==> src/rtl/asteroid_spawn_scheduler.sv <==
// ============================================================================
// asteroid_spawn_scheduler
//
// Purpose:
//   Sequences asteroid spawns. A tick-driven wave counter runs 1..PERIOD. Each
//   wrap queues one spawn request, up to PEND_MAX requests. Queued requests are
//   granted round-robin to free asteroid slots. Each grant carries a
//   pseudo-random x position and is offered over a valid/ready handshake.
//
// Ports:
//   clk          in   1          system clock, rising edge
//   reset        in   1          asynchronous reset, active-high
//   enable       in   1          1 = wave counter advances on tick
//   tick         in   1          one-cycle pulse advancing the wave counter
//   slot_busy    in   NUM_SLOTS  bit i = 1: slot i holds a live asteroid
//   spawn_ready  in   1          target slot accepts the spawn this cycle
//   spawn_valid  out  1          spawn offer valid
//   spawn_slot   out  SW         slot index of the offer
//   spawn_x      out  XW         x position of the offer, 0..X_MAX-1
//   count        out  10         wave counter, 1..PERIOD
//   pending      out  2          queued spawn requests, 0..PEND_MAX
//
// Optional feature (define SPAWN_OVF_EN):
//   ovf          out  1          sticky: a wrap was dropped at PEND_MAX
//   ovf_clr      in   1          clears ovf; a same-cycle set wins
// ============================================================================
module asteroid_spawn_scheduler #(
  parameter int PERIOD    = 500,
  parameter int NUM_SLOTS = 4,
  parameter int SW        = 2,
  parameter int XW        = 10,
  parameter int X_MAX     = 600,
  parameter int PEND_MAX  = 3
) (
  input  logic                 clk,
  input  logic                 reset,
  input  logic                 enable,
  input  logic                 tick,
  input  logic [NUM_SLOTS-1:0] slot_busy,
  input  logic                 spawn_ready,
`ifdef SPAWN_OVF_EN
  input  logic                 ovf_clr,
  output logic                 ovf,
`endif
  output logic                 spawn_valid,
  output logic [SW-1:0]        spawn_slot,
  output logic [XW-1:0]        spawn_x,
  output logic [9:0]           count,
  output logic [1:0]           pending
);

  localparam logic [9:0]  PERIOD_C   = 10'(PERIOD);
  localparam logic [1:0]  PEND_MAX_C = 2'(PEND_MAX);
  localparam logic [10:0] X_MAX_C    = 11'(X_MAX);

  typedef enum logic [1:0] {
    IDLE  = 2'd0,
    ARB   = 2'd1,
    OFFER = 2'd2
  } state_t;

  state_t        state;
  logic [SW-1:0] last_grant;
  logic [9:0]    lfsr;

  logic          wrap;
  logic          handshake;
  logic          any_free;
  logic          grant_found;
  logic [SW-1:0] grant_slot;
  logic [SW-1:0] cand;
  logic [10:0]   x_wide;

  assign wrap      = tick & enable & (count == PERIOD_C);
  assign handshake = spawn_valid & spawn_ready;
  assign any_free  = |(~slot_busy);

  // Round-robin search. Offsets are scanned from farthest to nearest, so the
  // nearest free slot after last_grant is the one left in grant_slot. The
  // SW-bit addition wraps modulo NUM_SLOTS because NUM_SLOTS is a power of two.
  always_comb begin
    // NOTE: every variable written here gets a default first; a path that
    // leaves one unassigned would infer a latch.
    grant_found = 1'b0;
    grant_slot  = '0;
    cand        = '0;
    for (int k = NUM_SLOTS; k >= 1; k--) begin
      cand = last_grant + SW'(k);
      if (!slot_busy[cand]) begin
        grant_found = 1'b1;
        grant_slot  = cand;
      end
    end
  end

  // Fold the LFSR value into 0..X_MAX-1. One subtraction is enough because
  // X_MAX >= 2^(XW-1).
  always_comb begin
    x_wide = {1'b0, lfsr};
    if (x_wide >= X_MAX_C) begin
      x_wide = x_wide - X_MAX_C;
    end
  end

  // Wave counter, pending-request queue depth and LFSR.
  // NOTE: sequential state is written with non-blocking assignments, so every
  // register samples the pre-edge values regardless of statement order.
  always_ff @(posedge clk or posedge reset) begin
    if (reset) begin
      count   <= 10'd1;
      pending <= 2'd0;
      lfsr    <= 10'h001;
    end else begin
      if (tick && enable) begin
        count <= wrap ? 10'd1 : count + 10'd1;
      end

      // A wrap together with a handshake cancels out. A wrap at the ceiling
      // is dropped.
      if (wrap && !handshake) begin
        if (pending != PEND_MAX_C) begin
          pending <= pending + 2'd1;
        end
      end else if (handshake && !wrap) begin
        pending <= pending - 2'd1;
      end

      // Fibonacci LFSR, x^10 + x^7 + 1. The all-zero state is unreachable
      // from the seed 10'h001.
      lfsr <= {lfsr[8:0], lfsr[9] ^ lfsr[6]};
    end
  end

`ifdef SPAWN_OVF_EN
  always_ff @(posedge clk or posedge reset) begin
    if (reset) begin
      ovf <= 1'b0;
    end else if (wrap && (pending == PEND_MAX_C) && !handshake) begin
      ovf <= 1'b1;
    end else if (ovf_clr) begin
      ovf <= 1'b0;
    end
  end
`endif

  // Grant FSM with registered offer outputs.
  always_ff @(posedge clk or posedge reset) begin
    if (reset) begin
      state       <= IDLE;
      last_grant  <= SW'(NUM_SLOTS - 1);
      spawn_valid <= 1'b0;
      spawn_slot  <= '0;
      spawn_x     <= '0;
    end else begin
      case (state)
        IDLE: begin
          if ((pending != 2'd0) && any_free) begin
            state <= ARB;
          end
        end
        ARB: begin
          // slot_busy may change between IDLE and ARB. If no slot is free
          // now, go back to IDLE; the request stays queued.
          if (grant_found) begin
            spawn_slot  <= grant_slot;
            spawn_x     <= x_wide[XW-1:0];
            spawn_valid <= 1'b1;
            state       <= OFFER;
          end else begin
            state <= IDLE;
          end
        end
        OFFER: begin
          // The offer is held until accepted. slot_busy is not examined here.
          if (spawn_ready) begin
            spawn_valid <= 1'b0;
            last_grant  <= spawn_slot;
            state       <= IDLE;
          end
        end
        default: begin
          spawn_valid <= 1'b0;
          state       <= IDLE;
        end
      endcase
    end
  end

endmodule

==> config.mk <==
export PLATFORM = sky130hd
export DESIGN_NAME = asteroid_spawn_scheduler
export DESIGN_NICKNAME = d
export VERILOG_FILES = /design/src/rtl/asteroid_spawn_scheduler.sv
export SDC_FILE = /design/constraint.sdc
export NUM_CORES = 1
export LEC_CHECK = 0
export CORE_ASPECT_RATIO = 1.25
export CORE_MARGIN = 2
export CORE_UTILIZATION = 52
export DETAILED_ROUTE_END_ITERATION = 8
export PLACE_DENSITY = 0.8
export SLEW_MARGIN = 20
export SYNTH_ARGS = -nofsm -noshare
export SYNTH_HDL_FRONTEND = slang
export SYNTH_SLANG_ARGS = --single-unit
==> constraint.sdc <==
create_clock -name clk -period 2.4 [get_ports clk]
set_clock_uncertainty 0.05 [all_clocks]
set_input_delay 0.48 -clock clk [delete_from_list [all_inputs] [get_ports clk]]
set_output_delay 0.48 -clock clk [all_outputs]
set_load 0.005 [all_outputs]
# --- Word level (Yosys, flattened, before mapping) ---
# Cells that the tools add are included.
totals:
  regBits: 39
  output_inout_bits: 25
op_classes:
  n_mux: 28
  bitwise: 6
  n_reduce_logical: 15
  n_lt_le_gt_ge: 5
  n_addsub: 7
  n_eq_ne: 8
ops:
  columns: ["op", "n"]
  rows:
  - ["$mux W10", 2]
  - ["$mux W2", 10]
  - ["$lt A2 B3 Y1 const B", 4]
  - ["$add A10 B1 Y10 const B", 1]
  - ["$eq A10 B9 Y1 const B", 1]
  - ["$ge A10 B10 Y1 const B", 1]
  - ["$mux W1", 10]
  - ["$sub A10 B10 Y10 const B", 1]
  - ["$bmux W1 S2", 4]
  - ["$ne A2 B2 Y1 const B", 4]
  - ["$reduce_and A2 Y1", 4]
  - ["$pmux W2 S3", 1]
  - ["$add A2 B1 Y2 const B", 2]
  - ["$add A2 B2 Y2 const B", 2]
  - ["$logic_and A1 B1 Y1", 4]
  - ["$not A4 Y4", 1]
  - ["$reduce_bool A2 Y1", 2]
  - ["$reduce_or A4 Y1", 1]
  - ["$and A1 B1 Y1", 3]
  - ["$pmux W1 S3", 1]
  - ["$reduce_and A3 Y1", 1]
  - ["$eq A2 B1 Y1 const B", 1]
  - ["$eq A2 B2 Y1 const B", 1]
  - ["$logic_not A1 Y1", 2]
  - ["other kinds (5)", 5]

# --- Depth between registers and ports, before layout ---
# Gate-level depths: netlist of run 1.
logic_depth:
  depth_word: 8
  ltp_mapped: 7
  depth_no_buf: 6

# --- Least setup slack after synthesis of run 1 ---
# Ideal clock, no wire load.
synth_timing:
  kind: "register to register"
  startpoint: "register count[0]"
  endpoint: "register pending[0]"
  synth_period_minus_slack_ns: 1.718
  path_buffers: 0
  required_time_ns: 2.230
  path_stages_with_launch: 7
  path_slack_ns: 0.682
  setup_ns: 0.120
  arrival_time_ns: 1.547
  cell_sequence: "dfstp_2 > inv_1 > ha_1 > nand2b_1 > nor4_4 > or3b_2 > o211a_1"
synth_via:
  elab_chain_cells: 6
  elab_cells_between_ends: 9
  cone_classes: "eq/ne (2); mux (1); bitwise (1); reduce/logical (5)"
synth_lines:
  columns: ["element", "line_no", "source"]
  rows:
  - ["start, declared", "48", "output logic [9:0] count,"]
  - ["start signal, assigned", "115", "count <= wrap ? 10'd1 : count + 10'd1;"]
  - ["$eq A10 B9 Y1 *", "74", "assign wrap = tick & enable & (count == PERIOD_C);"]
  - ["$and A1 B1 Y1 *", "74", null]
  - ["$logic_not A1 Y1", "124", "end else if (handshake && !wrap) begin"]
  - ["$logic_and A1 B1 Y1", "124", null]
  - ["$reduce_bool A2 Y1 (no line)", null, null]
  - ["$reduce_and A2 Y1 (no line)", null, null]
  - ["end signal, assigned", "122", "pending <= pending + 2'd1;"]
  - ["end signal, assigned", "125", "pending <= pending - 2'd1;"]
  - ["end, declared", "49", "output logic [1:0] pending"]
# Every way passes the cells marked *; elsewhere a longest branch is shown, timed or not.
# A chain may end at the register's enable or synchronous reset.

# --- Final worst setup path of run 1 ---
layout_timing:
  startpoint: "input tick"
  endpoint: "register pending[0]"
layout_via:
  elab_chain_cells: 6
  elab_cells_between_ends: 9
  cone_classes: "eq/ne (1); mux (1); bitwise (2); reduce/logical (5)"
layout_lines:
  columns: ["element", "line_no", "source"]
  rows:
  - ["start, declared", "38", "input logic tick,"]
  - ["$and A1 B1 Y1 * (2 in a row)", "74", null]
  - ["$logic_not A1 Y1", "124", null]
  - ["$logic_and A1 B1 Y1", "124", null]
  - ["$reduce_bool A2 Y1 (no line)", null, null]
  - ["$reduce_and A2 Y1 (no line)", null, null]
# Marked as above.

==> impl_metrics.yaml, run 1 <==
cts:
  ctsRootBufferMaster: "clkbuf_8"
  cts.repair.resized: 0
  clock_latency_ns: 0.28
  tritoncts: "yes"
  clk_pin_slew_ns: 0.08
  cts_hold_buffers: 0
  cts_setup_buffers: 0
  cts.sinks: 39
  htree_levels: 2
  cts_max_path_buffers: 2
  cts_buffers: 5
worst_setup_path:
  cp_data_required_time_ns: 2.53
  cp.arrival_ns: 2.06
  criticalPathCategory: "primary input to register"
  critPathMaxFanout: 10
  reg2reg_depth: 6
  timing.reg2reg.setup_slack_ns: 0.56
  startpoint_type: "primary input"
  r2r_end: "pending[0]$_DFFE_PP0P_"
  reg2reg_from: "count[0]$_DFFE_PP1P_"
  end_kind: "register"
synthesis:
  synthesis.area_sq_mm: 0.00181
  syn-num-nets: 192
  avgSynthCellArea_sq_um: 10.0
  synth_flop_cell: "dfrtp_1"
  ys_seq_elements: 39
  yosysUniqueCellTypes: 41
  ys_seq_area_share_pct: 54.3
  synthCells: 180
  synth_edf_count: 0
  async_flop_share_pct: 100
  synth_warnings: 0
timing:
  hold_violations: 0
  rsz0062_at_grt: "no"
  fin_setup_tns_ns: 0
  fmax_mhz: 517
  finalCritPeriodShare_pct: 80.6
  tightest_slew_ns: 0.513
  period_needed_ns: 1.94
  slew_headroom_pct: 65.5
  drv_slew: 0
  final-setup-viol-count: 0
cells_and_area:
  antennaDiodeCount: 0
  syn_to_final_growth_pct: 25.3
  fillers: 268
  seq_area_sq_um: 981
  layout.nets: 230
  multi_input_comb_area_sq_um: 777
  finalNonFillerCells: 256
  final_cell_mix: "dfrtp_1, clkdlybuf4s50_1, nand2_1, nor2_1, o21ai_0"
  drive_gt1_share_pct: 8.68
  final_common_cell: "dfrtp_1"
routing:
  drc: 0
  post_drt_wl_per_cell_um: 15.1
  vias: 1447
  viasPerCell: 5.65
  first_iter_violations: 55
  drt_wl_total_um: 3860
  drtAntennaViolNets: 0
  dr.pass1.iters: 4
min_path:
  min_path_cells: 0
  hp-start: "lfsr[2]$_DFF_PP0_"
  min_to: "lfsr[3]$_DFF_PP0_"
  hold_path_class: "register to register"
grt:
  use_met3_pct: 4.63
  grt_pass1_wl_um: 6740
  grt-ovfl-total: 0
  grt_max_degree: 40
  antenna_found_initial: 0
  grt_usage_pct: 21.3
  first_global_vias: 1518
  busiest_layer: "met2"
  use_met2_pct: 36.6
  grtUsageMet1_pct: 26.1
die:
  rows: 23
  start_util_pct: 55.1
  core_sq_mm: 0.00328
  die_h_um: 69.9
  num_io_pins: 34
  dieArea_sq_mm: 0.00397
  fp.dieW_um: 56.7
placement:
  numPortBuffers: 33
  hpwlAfterDp_um: 2800
  place_congestion: 0.910
  placedCellCount: 248
status:
  outcome: "finished clean"
pwr:
  power_density_mw_per_mm2: 909
  ir_drop_mv: 0.685
  p_leak_nw: 1.02
job:
  drv_cap: 0
[cells by family after synthesis]
group / synth area share [%]
adders and majority gates: 2.08
buffers and inverters: 2.77
xor gates and xnor gates: 4.84
and+or+nand+nor: 22.4
muxes: 2.35
DFF: 54.3
AOI/OAI and AO/OA: 11.3
[power breakdown]
| part | switching, mW | internal [mW] | leakage, nW | total (mW) |
|---|---|---|---|---|
| Clock | 0.217 | 0.204 | 0.0422 | 0.421 |
| Combinational | 0.294 | 0.363 | 0.477 | 0.657 |
| Sequential | 0.164 | 0.817 | 0.504 | 0.981 |
[routing by layer]
layer / vias to the layer above / wire [um]
met4: 0 / 46
met1: 694 / 1600
li1: 705 / -
met3: 5 / 181
met5: - / 0
met2: 43 / 2030
[worst max-delay path, cell delays in order]
cell and delay [ns]:
clkdlybuf4s50_1 0.57, nand4_1 0.22, nor4_4 0.44, xnor2_1 0.14
o211a_1 0.22
[state kept, by name, summed over array words and instances, names as in the netlist]
name	count
count	10
last_grant	2
lfsr	10
pending	2
spawn_slot	2
spawn_valid	1
spawn_x	10
state	2
[synth_stat cells, drive strengths merged, types with 3 or more instances]
cell type	count	area, sq um
nand2b	6	37.5
a21oi	7	35.0
clkbuf	3	11.3
dfstp	4	105
xor2	7	61.3
inv	7	26.3
a31oi	3	18.8
nand3	9	45.0
o21ai	10	50.1
xnor2	3	26.3
ha	3	37.5
nand2	27	101
nor2	19	71.3
dfrtp	35	876
o2111ai	3	26.3
nand4	5	37.5
[through the flow]
stage / worst slack [ns] / hold slack (ns) / cell area (sq um) / total power, mW / utilization [%]
finish: 0.465 / 0.319 / 2260 / 2.06 / 69.0
global route: 0.333 / 0.340 / 2260 / 2.19 / 69.0
CTS: 0.479 / 0.323 / 2260 / 2.07 / 69.0
detailed placement: 0.186 / 0.318 / 2180 / 1.64 / 66.6
global placement: 0.285 / 0.308 / 2180 / 1.60 / 66.6
floorplan: 0.682 / 0.304 / 1810 / 1.29 / -
[final cells by class]
type                       instances  area share (%)
timing repair buffer              36            15.6
inverter                           7            1.16
clock inverter                     1           0.221
tap                               37            2.04
clock buffer                       7            3.37
multi-input combinational        129            34.3
sequential                        39            43.3
[how the worst max path moves through the flow]
| stage | startpoint | to | slack (ns) | depth (start not counted) |
|---|---|---|---|---|
| after global placement | tick | pending[0]$_DFFE_PP0P_ | 0.29 | 5 |
| after floorplan | count[0]$_DFFE_PP1P_ | pending[0]$_DFFE_PP0P_ | 0.68 | 6 |
| final | tick | pending[0]$_DFFE_PP0P_ | 0.46 | 5 |
| after global routing | tick | count[1]$_DFFE_PP0P_ | 0.33 | 5 |
| after CTS | tick | pending[0]$_DFFE_PP0P_ | 0.48 | 5 |
| after detailed placement | enable | pending[0]$_DFFE_PP0P_ | 0.19 | 5 |
Note: power is estimated with default switching activity, not from simulation.
==> run 2: changes to the inputs <==
CORE_UTILIZATION = 46   (was 52)
PLACE_DENSITY = 0.75   (was 0.8)
clock period = 1.59 ns   (was 2.4 ns; I/O delays follow)
==> run 2 against run 1 <==
  * Largest power group unchanged
  * The flow now finishes with violations (setup timing)
  * Critical path type is now register to register
  * Final area grew 15%
  * Combinational power grew 95%
  * Die area grew 12%
  * Via count grew 7.9%
  * Clock-buffer cell count shrank 2
  * Flip-flop and latch count is the same
  * Non-clock buffer count grew 37
  * Register-to-register slack lost 0.61 ns
  * Worst setup slack lost 0.51 ns
==> impl_metrics.yaml, run 2 (synthesis results as in run 1) <==
cts:
  cts_buffers: 5
  cts.sinks: 39
  cts_max_path_buffers: 2
  cts_hold_buffers: 0
  tritoncts: "yes"
  clk_pin_slew_ns: 0.08
  ctsRootBufferMaster: "clkbuf_8"
  clock_latency_ns: 0.29
  htree_levels: 2
placement:
  place_congestion: 0.799
  hpwlAfterDp_um: 2730
  placedCellCount: 293
  numPortBuffers: 33
worst_setup_path:
  end_kind: "register"
  r2r_end: "pending[0]$_DFFE_PP0P_"
  cp.arrival_ns: 1.78
  cp-endpoint: "pending[0]$_DFFE_PP0P_"
  critPathMaxFanout: 9
  reg2reg_depth: 7
  cp_data_required_time_ns: 1.73
  criticalPathCategory: "register to register"
  startpoint: "count[0]$_DFFE_PP1P_"
  timing.reg2reg.setup_slack_ns: -0.05
  startpoint_type: "register"
  reg2reg_from: "count[0]$_DFFE_PP1P_"
grt:
  grtUsageMet1_pct: 22.5
  busiest_layer: "met2"
  grt_usage_pct: 18.9
  use_met3_pct: 5.74
  antenna_found_initial: 0
  grt-ovfl-total: 0
  grt_max_degree: 40
  first_global_vias: 1446
  use_met2_pct: 31.9
  grt_pass1_wl_um: 6270
min_path:
  hold_path_class: "primary input to asynchronous set/reset pin"
pwr:
  switching_power_mw: 1.06
  pwr-share-seq_pct: 42.2
  p_leak_nw: 1.30
  swShare_pct: 31.7
  ir_drop_mv: 0.700
  power_density_mw_per_mm2: 1270
  power_frac_clock_pct: 19.3
  internal-power_mw: 2.27
  power_frac_comb_pct: 38.5
cells_and_area:
  top_regs: "count: 10 flops, lfsr: 10 flops, spawn_x: 10 flops"
  syn_to_final_growth_pct: 44.3
  final_common_cell: "buf_4"
  finalNonFillerCells: 310
  drive_gt1_share_pct: 24.2
  antennaDiodeCount: 0
  fillers: 316
  final_cell_mix: "buf_4, dfrtp_1, nand2_1, clkdlybuf4s50_1, nor2_1"
  layout.nets: 267
job:
  drv_cap: 0
timing:
  drv_slew: 0
  rsz0062_at_grt: "yes"
  fmax_mhz: 610
  slew_headroom_pct: 74.7
  finalCritPeriodShare_pct: 103
  final-setup-viol-count: 1
  period_needed_ns: 1.64
  hold_violations: 0
  setup_ws_ns: -0.0498
  tightest_slew_ns: 0.380
  fin_setup_tns_ns: -0.0498
die:
  fp.dieW_um: 60.1
  die_h_um: 74.1
  dieArea_sq_mm: 0.00445
  rows: 25
  num_io_pins: 34
  start_util_pct: 47.8
  core_sq_mm: 0.00378
routing:
  post_drt_wl_per_cell_um: 12.6
  viasPerCell: 5.04
  vias: 1562
  drtAntennaViolNets: 0
  drt_wl_total_um: 3900
  first_iter_violations: 68
  drc: 0
  dr.pass1.iters: 4
status:
  outcome: "complete, but fails checks"
  violations: "setup timing"
run 2: cell count changes in the layout (fill, tap and decap cells not counted), sizes merged:
cell,previous run,this run
buf,3,40
clkbuf,7,5
clkdlybuf4s15,0,1
clkdlybuf4s50,33,22
clkinv,1,3
dlygate4sd2,0,6
dlymetal6s2s,0,4
run 2: power by group through the flow:
stage / sequential, mW / clock [mW] / combinational, mW
CTS: 1.41 / 0.670 / 1.28
detailed placement: 1.43 / 0 / 1.22
global placement: 1.42 / 0 / 1.21
floorplan: 1.46 / 0 / 0.502
finish: 1.40 / 0.641 / 1.28
global route: 1.44 / 0.704 / 1.42
run 2: area by class of cell:
class | count | area (sq um) | area share [%]
flip-flops and latches | 39 | 982 | 37.6
multi-input cells | 129 | 800 | 30.6
repair buffers | 73 | 649 | 24.9
clock buffers | 5 | 68.8 | 2.64
well taps | 54 | 67.6 | 2.59
inverters | 7 | 26.3 | 1.01
clock inverters | 3 | 15.0 | 0.576
run 2: what timing repair did:
item                                    in CTS  in global routing
buffers inserted                             7                  3
endpoints found under the setup margin      13                 17
pin swaps                                    7                  2
gates resized for setup                     10                  7
run 2: worst min path at each step:
stage | endpoint | depth (start not counted)
6_report | pending[1]$_DFFE_PP0P_ | 3
2_1_floorplan | lfsr[2]$_DFF_PP0_ | 0
3_5_place_dp | lfsr[2]$_DFF_PP0_ | 0
5_1_grt | lfsr[2]$_DFF_PP0_ | 0
3_3_place_gp | lfsr[2]$_DFF_PP0_ | 0
4_1_cts | pending[1]$_DFFE_PP0P_ | 3
run 2: through the flow:
step / power, mW / hold slack, ns / worst slack, ns / utilization (%) / cell area, sq um
final: 3.33 / 0.338 / -0.0498 / 68.9 / 2610
after global routing: 3.56 / 0.361 / -0.0829 / 68.9 / 2610
after CTS: 3.36 / 0.326 / -0.0690 / 67.7 / 2560
after detailed placement: 2.65 / 0.323 / -0.362 / 64.3 / 2430
after global placement: 2.63 / 0.308 / -0.331 / 64.3 / 2430
after floorplan: 1.96 / 0.304 / 0.0182 / - / 1810
run 2: worst max-delay path: stages (launching register included):
cell and delay (ns):
dfstp_2 0.54, inv_2 0.05, ha_4 0.15, nand2b_4 0.07, nor4_4 0.05, buf_6 0.13, or3b_4 0.36, o211a_1 0.13
run 2: per-layer routing:
metal  vias to the layer above  routed length, um
met4                         0                 52
met1                       743               1720
li1                        780                  -
met2                        34               2000
met5                         -                  0
met3                         5                128
==> run 3: changes to the inputs <==
GPL_TIMING_DRIVEN = 0   (was unset)
==> run 3 against run 2 <==
  * The flow still finishes with violations (setup timing)
  * Final area is 2.9% higher
  * Critical path depth stayed put
  * Cell count is 1.9% lower
  * Utilization is 2.0 points higher
  * Combinational power is 9% higher
  * Flip-flop and latch count stayed put
  * Non-clock buffer count is 6 lower
  * Critical endpoint is now pending[1]$_DFFE_PP0P_
==> impl_metrics.yaml, run 3 (synthesis results as in run 1) <==
timing:
  hold_violations: 0
  period_needed_ns: 1.68
  finalCritPeriodShare_pct: 106
  tightest_slew_ns: 0.412
  final-setup-viol-count: 4
  timing.hold.ws_ns: 0.287
  fmax_mhz: 596
  drv_slew: 0
  setup_ws_ns: -0.0881
  rsz0062_at_grt: "yes"
  slew_headroom_pct: 72.5
worst_setup_path:
  cp.arrival_ns: 1.86
  cp_data_required_time_ns: 1.77
  startpoint_type: "register"
  critPathMaxFanout: 5
  end_kind: "register"
  criticalPathCategory: "register to register"
routing:
  drtAntennaViolNets: 0
  first_iter_violations: 100
  vias: 1601
  post_drt_wl_per_cell_um: 14.8
  drt_wl_total_um: 4490
  drc: 0
  viasPerCell: 5.27
  dr.pass1.iters: 4
pwr:
  power_density_mw_per_mm2: 1370
  ir_drop_mv: 0.849
  p_leak_nw: 1.31
die:
  start_util_pct: 47.8
  rows: 25
  fp.dieW_um: 60.1
  die_h_um: 74.1
  dieArea_sq_mm: 0.00445
  num_io_pins: 34
  core_sq_mm: 0.00378
grt:
  antenna_found_initial: 0
  use_met2_pct: 33.0
  use_met3_pct: 6.43
  grt_max_degree: 24
  grt_pass1_wl_um: 6620
  grtUsageMet1_pct: 24.3
  grt_usage_pct: 20.1
  first_global_vias: 1485
  grt-ovfl-total: 0
  busiest_layer: "met2"
cts:
  cts_max_path_buffers: 2
  cts_buffers: 5
  clock_latency_ns: 0.29
  clk_pin_slew_ns: 0.08
  cts.sinks: 39
  ctsRootBufferMaster: "clkbuf_8"
  htree_levels: 2
  tritoncts: "yes"
status:
  outcome: "complete, but fails checks"
  violations: "setup timing"
job:
  drv_cap: 0
cells_and_area:
  antennaDiodeCount: 0
  top_regs: "count: 10 flops, lfsr: 10 flops, spawn_x: 10 flops"
  fillers: 261
  final_common_cell: "dfrtp_1"
  syn_to_final_growth_pct: 48.4
  drive_gt1_share_pct: 26.0
  seq_area_sq_um: 985
  final_core_util_pct: 70.9
  final_cell_mix: "dfrtp_1, nand2_1, buf_4, clkdlybuf4s50_1, nor2_1"
  layout.nets: 261
  multi_input_comb_area_sq_um: 841
placement:
  numPortBuffers: 33
  place_congestion: 0.816
  hpwlAfterDp_um: 2550
min_path:
  hold_path_class: "primary input to asynchronous set/reset pin"
## run 3: cell count changes in the layout (fill, tap and decap cells not counted), moves of 2 or more
| cell | change |
|---|---|
| dfrtp_2 | +2 |
| dlymetal6s2s_1 | +4 |
| nor2_1 | -3 |
| clkbuf_2 | +2 |
| dfrtp_1 | -2 |
| clkinv_2 | -2 |
| dlygate4sd2_1 | -4 |
| buf_4 | -12 |
| nor2_2 | +2 |
## run 3: repair_timing
item / in CTS / in global routing
endpoints found under the setup margin: 33 / 21
hold buffers: 0 / 0
setup buffers: 19 / 9
pin swaps: 2 / 6
gates resized for setup: 11 / 21
## run 3: worst max-delay path, stage by stage (launching register included)
cell and delay, ns:
dfstp_2 0.54, inv_2 0.05, ha_4 0.16, nand2b_4 0.08, nor4_4 0.06, buf_12 0.13, or4_1 0.46, nand3_1 0.08
## run 3: path summary, 6_finish.rpt
path	startpoint	end	slack [ns]	cells after the start
max in group asynchronous	reset	lfsr[0]$_DFF_PP1_	0.67	3
hold / removal	reset	pending[1]$_DFFE_PP0P_	0.29	2
setup reg to reg	count[0]$_DFFE_PP1P_	pending[1]$_DFFE_PP0P_	-0.09	7
min in group clk	lfsr[2]$_DFF_PP0_	lfsr[3]$_DFF_PP0_	0.34	0
hold reg to reg	lfsr[2]$_DFF_PP0_	lfsr[3]$_DFF_PP0_	0.34	0
setup / recovery	count[0]$_DFFE_PP1P_	pending[1]$_DFFE_PP0P_	-0.09	7
## run 3: metrics by stage
step	setup TNS [ns]	total power, mW	worst slack, ns	cell area (sq um)	instances
6_report	-0.179	3.68	-0.0881	2680	304
5_1_grt	-0.679	3.92	-0.113	2680	304
4_1_cts	-0.130	3.53	-0.0756	2540	295
3_5_place_dp	-9.59	2.46	-0.600	2240	268
3_3_place_gp	-26.66	2.43	-0.576	2210	267
2_1_floorplan	0	1.96	0.0182	1810	180
## run 3: layout make-up
cell class                 count  share of cell area, %
sequential                    39                   36.7
multi-input combinational    129                   31.3
timing repair buffer          62                   22.9
clock buffer                   6                   3.08
tap                           54                   2.52
clock inverter                 2                   1.31
buffer                         5                   1.21
inverter                       7                  0.979
## run 3: layer usage
metal / wire length, um / up-vias
li1: - / 769
met5: 0 / -
met4: 46 / 0
met1: 1930 / 782
met2: 2330 / 44
met3: 189 / 6
## run 3: where the power goes
group	internal, mW	switching (mW)	total [mW]	leakage (nW)
clock	0.508	0.344	0.851	0.0612
combinational	0.798	0.600	1.40	0.752
sequential	1.24	0.192	1.43	0.500
